$ cat src/rtl/voice_scheduler.sv
// voice_scheduler: per-sample sequencer for the eight PWM voices.
// Each tick walks voices 0..7, fetching one wavetable sample per enabled voice.
module voice_scheduler #(
    parameter int NUM_VOICES = 8,
    parameter int DUTY_W     = 8,
    parameter int PHASE_W    = 16,
    parameter int ADDR_W     = 10
) (
    input  logic                         clk,
    input  logic                         reset,
    input  logic                         sample_tick,
    input  logic                         cfg_we,
    input  logic [3:0]                   cfg_addr,
    input  logic [15:0]                  cfg_wdata,
    input  logic                         host_mem_en,
    output logic                         mem_req,
    output logic [ADDR_W-1:0]            mem_addr,
    input  logic                         mem_ack,
    input  logic [15:0]                  mem_rdata,
    output logic [NUM_VOICES*DUTY_W-1:0] duty_flat,
    output logic                         busy,
    output logic                         frame_done,
    output logic                         overrun
);
    localparam int VW = $clog2(NUM_VOICES);
    localparam logic [3:0] CFG_MASK = 4'd8;
    localparam logic [3:0] CFG_CLR  = 4'd9;

    typedef enum logic [1:0] {IDLE, ISSUE, WAIT} state_t;

    state_t                  state_q, state_d;
    logic [VW-1:0]           v_q, v_d;
    logic [PHASE_W-1:0]      phase_q [NUM_VOICES];
    logic [PHASE_W-1:0]      phase_d [NUM_VOICES];
    logic [PHASE_W-1:0]      inc_q   [NUM_VOICES];
    logic [PHASE_W-1:0]      inc_d   [NUM_VOICES];
    logic [DUTY_W-1:0]       duty_q  [NUM_VOICES];
    logic [DUTY_W-1:0]       duty_d  [NUM_VOICES];
    logic [NUM_VOICES-1:0]   mask_q, mask_d;
    logic                    mem_req_q, mem_req_d;
    logic [ADDR_W-1:0]       mem_addr_q, mem_addr_d;
    logic                    frame_done_q, frame_done_d;
    logic                    overrun_q, overrun_d;

    logic en_v;
    logic last;
    logic slot_done;
    logic unused_rdata;

    assign en_v      = mask_q[v_q];
    assign last      = (v_q == VW'(NUM_VOICES - 1));
    assign slot_done = ((state_q == ISSUE) && !en_v) ||
                       ((state_q == WAIT) && mem_ack);
    assign unused_rdata = ^mem_rdata[15-DUTY_W:0];

    always_ff @(posedge clk or negedge reset) begin
        if (!reset) begin
            state_q      <= IDLE;
            v_q          <= '0;
            phase_q      <= '{default: '0};
            inc_q        <= '{default: '0};
            duty_q       <= '{default: '0};
            mask_q       <= '0;
            mem_req_q    <= 1'b0;
            mem_addr_q   <= '0;
            frame_done_q <= 1'b0;
            overrun_q    <= 1'b0;
        end else begin
            state_q      <= state_d;
            v_q          <= v_d;
            phase_q      <= phase_d;
            inc_q        <= inc_d;
            duty_q       <= duty_d;
            mask_q       <= mask_d;
            mem_req_q    <= mem_req_d;
            mem_addr_q   <= mem_addr_d;
            frame_done_q <= frame_done_d;
            overrun_q    <= overrun_d;
        end
    end

    always_comb begin
        state_d = state_q;
        v_d     = v_q;
        unique case (state_q)
            IDLE: begin
                if (sample_tick) begin
                    state_d = ISSUE;
                    v_d     = '0;
                end
            end
            ISSUE: begin
                if (en_v && !host_mem_en) state_d = WAIT;
            end
            WAIT: ;
            default: state_d = IDLE;
        endcase
        if (slot_done) begin
            if (last) begin
                state_d = IDLE;
            end else begin
                state_d = ISSUE;
                v_d     = v_q + 1'b1;
            end
        end
    end

    always_comb begin
        phase_d      = phase_q;
        inc_d        = inc_q;
        duty_d       = duty_q;
        mask_d       = mask_q;
        mem_req_d    = mem_req_q;
        mem_addr_d   = mem_addr_q;
        frame_done_d = slot_done && last;
        overrun_d    = overrun_q;
        if (cfg_we) begin
            if (cfg_addr < 4'(NUM_VOICES))
                inc_d[cfg_addr[VW-1:0]] = cfg_wdata[PHASE_W-1:0];
            else if (cfg_addr == CFG_MASK)
                mask_d = cfg_wdata[NUM_VOICES-1:0];
            else if (cfg_addr == CFG_CLR)
                overrun_d = 1'b0;
        end
        // a dropped tick outranks a same-cycle clear
        if (sample_tick && state_q != IDLE) overrun_d = 1'b1;
        unique case (state_q)
            ISSUE: begin
                if (!en_v) begin
                    duty_d[v_q]  = '0;
                    phase_d[v_q] = '0;
                end else if (!host_mem_en) begin
                    mem_req_d  = 1'b1;
                    mem_addr_d = phase_q[v_q][PHASE_W-1 -: ADDR_W];
                end
            end
            WAIT: begin
                if (mem_ack) begin
                    mem_req_d    = 1'b0;
                    duty_d[v_q]  = mem_rdata[15 -: DUTY_W];
                    phase_d[v_q] = phase_q[v_q] + inc_q[v_q];
                end
            end
            default: ;
        endcase
    end

    always_comb begin
        duty_flat = '0;
        for (int i = 0; i < NUM_VOICES; i++)
            duty_flat[i*DUTY_W +: DUTY_W] = duty_q[i];
    end

    assign busy       = (state_q != IDLE);
    assign mem_req    = mem_req_q;
    assign mem_addr   = mem_addr_q;
    assign frame_done = frame_done_q;
    assign overrun    = overrun_q;

endmodule
$ cat config.mk
export PLATFORM = sky130hd
export DESIGN_NAME = voice_scheduler
export DESIGN_NICKNAME = d
export VERILOG_FILES = /design/src/rtl/voice_scheduler.sv
export SDC_FILE = /design/constraint.sdc
export NUM_CORES = 1
export LEC_CHECK = 0
export ABC_AREA = 0
export CAP_MARGIN = 20
export CORE_MARGIN = 2
export CORE_UTILIZATION = 42
export CTS_CLUSTER_DIAMETER = 200
export DETAILED_ROUTE_END_ITERATION = 16
export DONT_BUFFER_PORTS = 1
export PLACE_DENSITY_LB_ADDON = 0.3
export SLEW_MARGIN = 20
export SYNTH_ARGS = -nofsm -noshare
export SYNTH_HDL_FRONTEND = slang
export SYNTH_SLANG_ARGS = --single-unit
export TNS_END_PERCENT = 20
$ cat constraint.sdc
create_clock -name clk -period 5 [get_ports clk]
set_input_delay 0.25 -clock clk [delete_from_list [all_inputs] [get_ports clk]]
set_output_delay 0.25 -clock clk [all_outputs]
set_load 0.05 [all_outputs]
==> results of run 1 <==
[state kept, by name, summed over array words and instances (netlist names)]
signal      count
phase_q       128
frame_done      1
inc_q         128
duty_flat      64
mem_addr       10
state_q         2
mem_req         1
mask_q          8
v_q             3
overrun         1
[worst max-delay path: stages, from the launching register on]
cell	delay, ns
sky130_fd_sc_hd__dfrtp_1	0.74
sky130_fd_sc_hd__inv_1	0.38
sky130_fd_sc_hd__and2_1	0.45
sky130_fd_sc_hd__buf_4	0.28
sky130_fd_sc_hd__buf_4	0.19
sky130_fd_sc_hd__a22oi_1	0.22
sky130_fd_sc_hd__nand4_1	0.28
sky130_fd_sc_hd__ha_1	0.47
sky130_fd_sc_hd__nand3_1	0.11
sky130_fd_sc_hd__or4_1	0.49
sky130_fd_sc_hd__o211ai_1	0.13
sky130_fd_sc_hd__xor2_1	0.61
sky130_fd_sc_hd__a22o_1	0.23
[power by group]
group	leakage, nW	switching, mW	total [mW]	internal [mW]
sequential	4.56	0.892	4.31	3.41
clock	0.590	1.14	2.72	1.58
combinational	2.54	2.39	3.65	1.27
[logic make-up after synthesis]
family / Yosys count / synth area share (%)
compound gates: 373 / 16.1
flops: 346 / 56.9
simple gates: 290 / 8.32
mux: 179 / 13.6
buf+inv: 85 / 2.47
xor+xnor: 18 / 1.04
fa+ha+maj: 18 / 1.53
[placed cells by master (no fill, tap or decap), types with 4 or more instances in the layout]
master,count
sky130_fd_sc_hd__a21o_1,8
sky130_fd_sc_hd__a21oi_1,29
sky130_fd_sc_hd__a22o_1,47
sky130_fd_sc_hd__a22oi_1,92
sky130_fd_sc_hd__a32o_1,8
sky130_fd_sc_hd__and2_1,7
sky130_fd_sc_hd__and3_1,6
sky130_fd_sc_hd__buf_4,42
sky130_fd_sc_hd__clkbuf_1,9
sky130_fd_sc_hd__clkbuf_16,38
sky130_fd_sc_hd__clkbuf_8,12
sky130_fd_sc_hd__dfrtp_1,345
sky130_fd_sc_hd__dlygate4sd3_1,19
sky130_fd_sc_hd__ha_1,17
sky130_fd_sc_hd__inv_1,5
sky130_fd_sc_hd__mux2_2,157
sky130_fd_sc_hd__mux2i_1,14
sky130_fd_sc_hd__mux4_2,7
sky130_fd_sc_hd__nand2_1,190
sky130_fd_sc_hd__nand3_1,6
sky130_fd_sc_hd__nand4_1,20
sky130_fd_sc_hd__nor2_1,28
sky130_fd_sc_hd__nor3_1,5
sky130_fd_sc_hd__o21ai_0,150
sky130_fd_sc_hd__o21ai_1,7
sky130_fd_sc_hd__o221ai_1,4
sky130_fd_sc_hd__xnor2_1,11
sky130_fd_sc_hd__xor2_1,7
[per-layer routing]
layer	wire, um	up-vias
met5	0	-
met1	18600	5553
met4	1280	0
met2	19900	328
met3	2460	87
li1	-	4841
[final timing paths]
kind | to | slack [ns] | start | cells after the start
hold reg to reg | phase_q[116] | 0.48 | phase_q[116] | 2
hold / removal | duty_flat[45] | -0.57 | reset | 0
setup / recovery | phase_q[12] | 0.35 | v_q[2] | 12
min in group clk | state_q[0] | 0.02 | sample_tick | 4
setup reg to reg | phase_q[12] | 0.35 | v_q[2] | 12
max in group asynchronous | inc_q[51] | 4.79 | reset | 0
[final cells by class]
class	count	area, um2	area share [%]
Clock inverter	6	55.1	0.319
Inverter	6	22.5	0.131
Sequential cell	346	8660	50.3
Tap cell	461	577	3.35
Clock buffer	59	1150	6.67
Timing Repair Buffer	64	547	3.17
Multi-Input combinational cell	878	6220	36.1
[metrics by stage]
stage | hold slack (ns) | worst slack, ns
floorplan | -0.0456 | 1.05
global placement | -0.0158 | 0.589
detailed placement | -0.0156 | 0.542
CTS | -0.577 | 0.522
global route | -0.599 | 0.202
finish | -0.573 | 0.346
[repair_timing]
| action | 4_1_cts | 5_1_grt |
|---|---|---|
| hold endpoints to repair | 487 | 346 |
| resized for setup | 0 | 0 |
| buffers inserted | 0 | 0 |
==> metrics, run 1 <==
total routed wirelength=42200 um; Setup TNS Final=0 ns; top achievable clock speed=215 MHz; worst hold slack=-0.573 ns; cell area after technology mapping=15200 um2; top post-synthesis cells by count=346 x sky130_fd_sc_hd__dfrtp_1, 190 x sky130_fd_sc_hd__nand2_1, 157 x sky130_fd_sc_hd__mux2_2; number of storage elements in the synthesis netlist=346; IR drop worst, VDD=0.351 mV; Core Util, Final=48.3%; Die Height=194 um; cell count after placement=1734; maximum fanout along the worst path=15; number of DRC markers in iteration 0=904; number of setup violations in the final report=0; final setup skew=0.0252 ns; largest net degree at the start of global routing=347; layer with the highest usage after global routing=met2; Post-synth EDFFs=0; Area contributors post-synth=sky130_fd_sc_hd__dfrtp_1 57%, sky130_fd_sc_hd__mux2_2 12%, sky130_fd_sc_hd__o21ai_0 5.0%, sky130_fd_sc_hd__nand2_1 4.7%, sky130_fd_sc_hd__a22oi_1 4.5%; Final Slew Violations=0; overall power=10.7 mW; maximum number of buffers from clock root to sink=3; Remaining DRCs=1; number of nets produced by synthesis=1369; sequential element share of the synthesized area=56.9%; GRT Total Usage=22.4%; GR Layer Usage met1=30.6%; Hold/Removal Path Class=primary input to async pin; total gr overflow=0; via count=10.8k; Port Buffer Count=0; post-synthesis average cell area=11.6 um2; first-pass GRT wire length=65600 um; Critical Path End Type=flop; data arrival time of the critical path=5.11 ns; die outline area=37800 um2; 1st-pass router iterations=14; DP Area=15800 um2; Horiz. Die Dim=194 um; antenna violations before repair=0; synthesis-to-layout area growth=13.2%; leakage power of the design=7.69 nW; TritonCTS clock tree=done; CTS Hold Buffers Added=19; share of synthesized flip-flops with an asynchronous set or reset=100%; Tightest Pin Transition=1.22 ns; maximum level of the CTS H-tree=2; Distinct cells, synth=55; final RePlAce weighted congestion=0.876; number of routed nets with antenna violations=0; run status=complete, but fails checks; number of global-route vias before repair=10.9k; Max transition margin=18.1%; IO Pins=120; Finished Layout Cells=1820; sinks on the clock net=346; insertion delay to the later sink of the worst-skew pair=0.54 ns; Finished Cell Area=17200 um2; data required time of the worst path=5.46 ns; met2 usage in global routing=36.3%; clock input transition at the sequential cells of the worst setup and hold paths=0.06 ns; most area-hungry cell type in the Yosys netlist=sky130_fd_sc_hd__dfrtp_1; average detailed-routed wire length per instance=23.2 um; Detailed Place HPWL=26800 um; final period utilization=93.1%; Synth Warn #=0; violated checks=design-rule violations, negative hold slack; dominant synthesized flop cell=sky130_fd_sc_hd__dfrtp_1; number of nets in the layout=1394; root buffer selected by CTS=sky130_fd_sc_hd__clkbuf_16; area fraction of the dominant cell type after synthesis=56.9%; number of CTS-inserted buffers=38; count of fill cells added during filler insertion=3192; Row Count=69; crit path time final=4.65 ns; total of max-cap violations=0; final count of hold timing violations=346; post-DR vias/cell=5.94; Global Route met3 Usage=4.06%; proportion of layout cells with a drive suffix above 1=20.8%; power per standard cell area=620 nW/um2; core area=35700 um2; Starting Density=42.7%; setup repair after global routing missed its margin=no; most repeated cell in the gate-level netlist after synthesis=sky130_fd_sc_hd__dfrtp_1; number of instances in the synthesized netlist=1309; final antenna diode count=0; crit path launch type=flop; kind of critical path=flop to flop
No activity file was read; power rests on OpenSTA's default activity.
==> run 2: changes to the inputs <==
--- a/config.mk
+++ b/config.mk
@@ -9,6 +9,7 @@
 export CAP_MARGIN = 20
 export CORE_MARGIN = 2
 export CORE_UTILIZATION = 42
+export CTS_BUF_LIST = sky130_fd_sc_hd__clkbuf_2
 export CTS_CLUSTER_DIAMETER = 200
 export DETAILED_ROUTE_END_ITERATION = 16
 export DONT_BUFFER_PORTS = 1
==> metrics, run 2 (synthesized netlist as in run 1, its figures left out) <==
run status=complete, but fails checks; violated checks=design-rule violations, negative hold slack; final count of hold timing violations=346; power per standard cell area=582 nW/um2; most common library cell in the layout ignoring fill and taps=sky130_fd_sc_hd__dfrtp_1; data arrival time of the critical path=5.62 ns; number of routed nets with antenna violations=0; 1st-pass router iterations=13; worst hold slack=-1.06 ns; crit path time final=4.67 ns; number of cells on the worst reg-to-reg path=12; insertion delay to the later sink of the worst-skew pair=1.03 ns; antenna violations before repair=1; root buffer selected by CTS=sky130_fd_sc_hd__clkbuf_2; largest net degree at the start of global routing=347; sinks on the clock net=346; final period utilization=93.5%; Detailed Place HPWL=26800 um; clock input transition at the sequential cells of the worst setup and hold paths=0.10 ns; Port Buffer Count=0; maximum fanout along the worst path=15; Starting Density=42.7%; GRT Total Usage=23.1%; maximum level of the CTS H-tree=3; via count=11.1k; Max transition margin=25.7%; number of global-route vias before repair=11.4k; Tightest Pin Transition=1.10 ns; final setup skew=0.105 ns; final RePlAce weighted congestion=0.876; IO Pins=120; leading cell types in the layout, fill and taps excluded=345 x sky130_fd_sc_hd__dfrtp_1, 190 x sky130_fd_sc_hd__nand2_1, 157 x sky130_fd_sc_hd__mux2_2, 150 x sky130_fd_sc_hd__o21ai_0, 140 x sky130_fd_sc_hd__clkbuf_2; highest-delay cell along the critical path=sky130_fd_sc_hd__dfrtp_1; kind of critical path=flop to flop; count of fill cells added during filler insertion=3295; die outline area=37800 um2; Setup TNS Final=0 ns; number of DRC markers in iteration 0=842; IR drop worst, VDD=0.335 mV; Row Count=69; leakage power of the design=7.83 nW; crit path launch type=flop; Die Height=194 um; total gr overflow=0; number of nets in the layout=1470; cell repeated most along the worst path=sky130_fd_sc_hd__buf_4; CP Cell Sequence=inv_1, and2_1, buf_4, buf_4, a22oi_1, nand4_1, ha_1, nand3_1, or4_1, o211ai_1, xor2_1, a22o_1; final critical-path setup slack=0.327 ns; total of max-cap violations=0; synthesis-to-layout area growth=12.2%; top achievable clock speed=214 MHz; number of gates given a new drive strength after cts=0; average detailed-routed wire length per instance=22.1 um; proportion of layout cells with a drive suffix above 1=25.4%; post-DR vias/cell=5.75; Horiz. Die Dim=194 um; number of setup violations in the final report=0; Hold/Removal Path Class=primary input to async pin; data required time of the worst path=5.94 ns; Final Slew Violations=0; core area=35700 um2; Critical Path End Type=flop; Remaining DRCs=1; Post CTS Setup Buffer Count=0; maximum number of buffers from clock root to sink=3; number of CTS-inserted buffers=91; setup repair after global routing missed its margin=no; total routed wirelength=42800 um; TritonCTS clock tree=done; placement-stage worst setup slack=0.542 ns; first-pass GRT wire length=67000 um; Max stage delay on crit path=0.75 ns
==> run 2: cell count changes in the layout (fill, tap and decap cells not counted) <==
cell                            change
sky130_fd_sc_hd__bufinv_16          +1
sky130_fd_sc_hd__clkbuf_1           -9
sky130_fd_sc_hd__clkbuf_16         -38
sky130_fd_sc_hd__clkbuf_2         +140
sky130_fd_sc_hd__clkbuf_8          -12
sky130_fd_sc_hd__clkinv_1          +11
sky130_fd_sc_hd__clkinv_2           +1
sky130_fd_sc_hd__clkinv_4           +2
sky130_fd_sc_hd__clkinv_8           -1
sky130_fd_sc_hd__diode_2            +2
sky130_fd_sc_hd__dlygate4sd3_1     +23
sky130_fd_sc_hd__inv_2              +2
sky130_fd_sc_hd__inv_6              -3
==> run 2: per-stage QoR <==
step           total power, mW  util [%]  instance area [um2]  instances
6_report                  9.93      47.9                17100       1939
5_1_grt                   10.5      47.9                17100       1939
4_1_cts                   9.96      47.7                17000       1931
3_5_place_dp              7.92      44.3                15800       1734
3_3_place_gp              7.86      44.3                15800       1733
2_1_floorplan             6.64         -                15200       1309
==> run 2: layout make-up <==
| class | count | area [um2] | share of cell area, % |
|---|---|---|---|
| Inverter | 6 | 22.5 | 0.132 |
| Tap cell | 461 | 577 | 3.38 |
| Multi-Input combinational cell | 878 | 6220 | 36.4 |
| Antenna cell | 2 | 5.00 | 0.0293 |
| Clock inverter | 19 | 114 | 0.667 |
| Sequential cell | 346 | 8660 | 50.7 |
| Timing Repair Buffer | 87 | 777 | 4.55 |
| Clock buffer | 140 | 701 | 4.10 |
==> run 2: metal layers <==
layer	wire (um)	vias up	part of all wire (%)	track usage, %
li1	-	5047	-	-
met1	18400	5633	43	30.4
met2	20100	380	47	36.5
met3	2940	80	6.9	5.43
met4	1350	0	3.1	10.3
met5	0	-	0	0
==> run 2: critical path: cells and delay by family, from the launching register on <==
family	cells	cell delay (ns)
flip-flops	1	0.75
AO/OA/AOI/OAI	3	0.57
adder cells (fa/ha/maj)	1	0.47
buffers and inverters	3	0.84
AND/OR/NAND/NOR	4	1.33
XOR/XNOR	1	0.62
==> run 2: final timing paths <==
kind                       slack, ns         from            end
setup / recovery                0.33       v_q[2]    phase_q[12]
hold / removal                 -1.06        reset  duty_flat[45]
setup reg to reg                0.33       v_q[2]    phase_q[12]
hold reg to reg                 0.49  phase_q[84]    phase_q[84]
max in group asynchronous       5.39        reset         v_q[0]
min in group clk                0.01  cfg_addr[0]      inc_q[51]
==> run 2: timing repair <==
action / CTS / global route
setup endpoints to repair: 0 / 0
hold endpoints to repair: 600 / 352
hold buffers: 38 / 4
==> run 2: where the power goes <==
group / leakage [nW] / internal (mW) / switching (mW)
registers: 4.56 / 3.41 / 0.893
logic: 2.64 / 1.28 / 2.39
clock network: 0.638 / 0.791 / 1.17
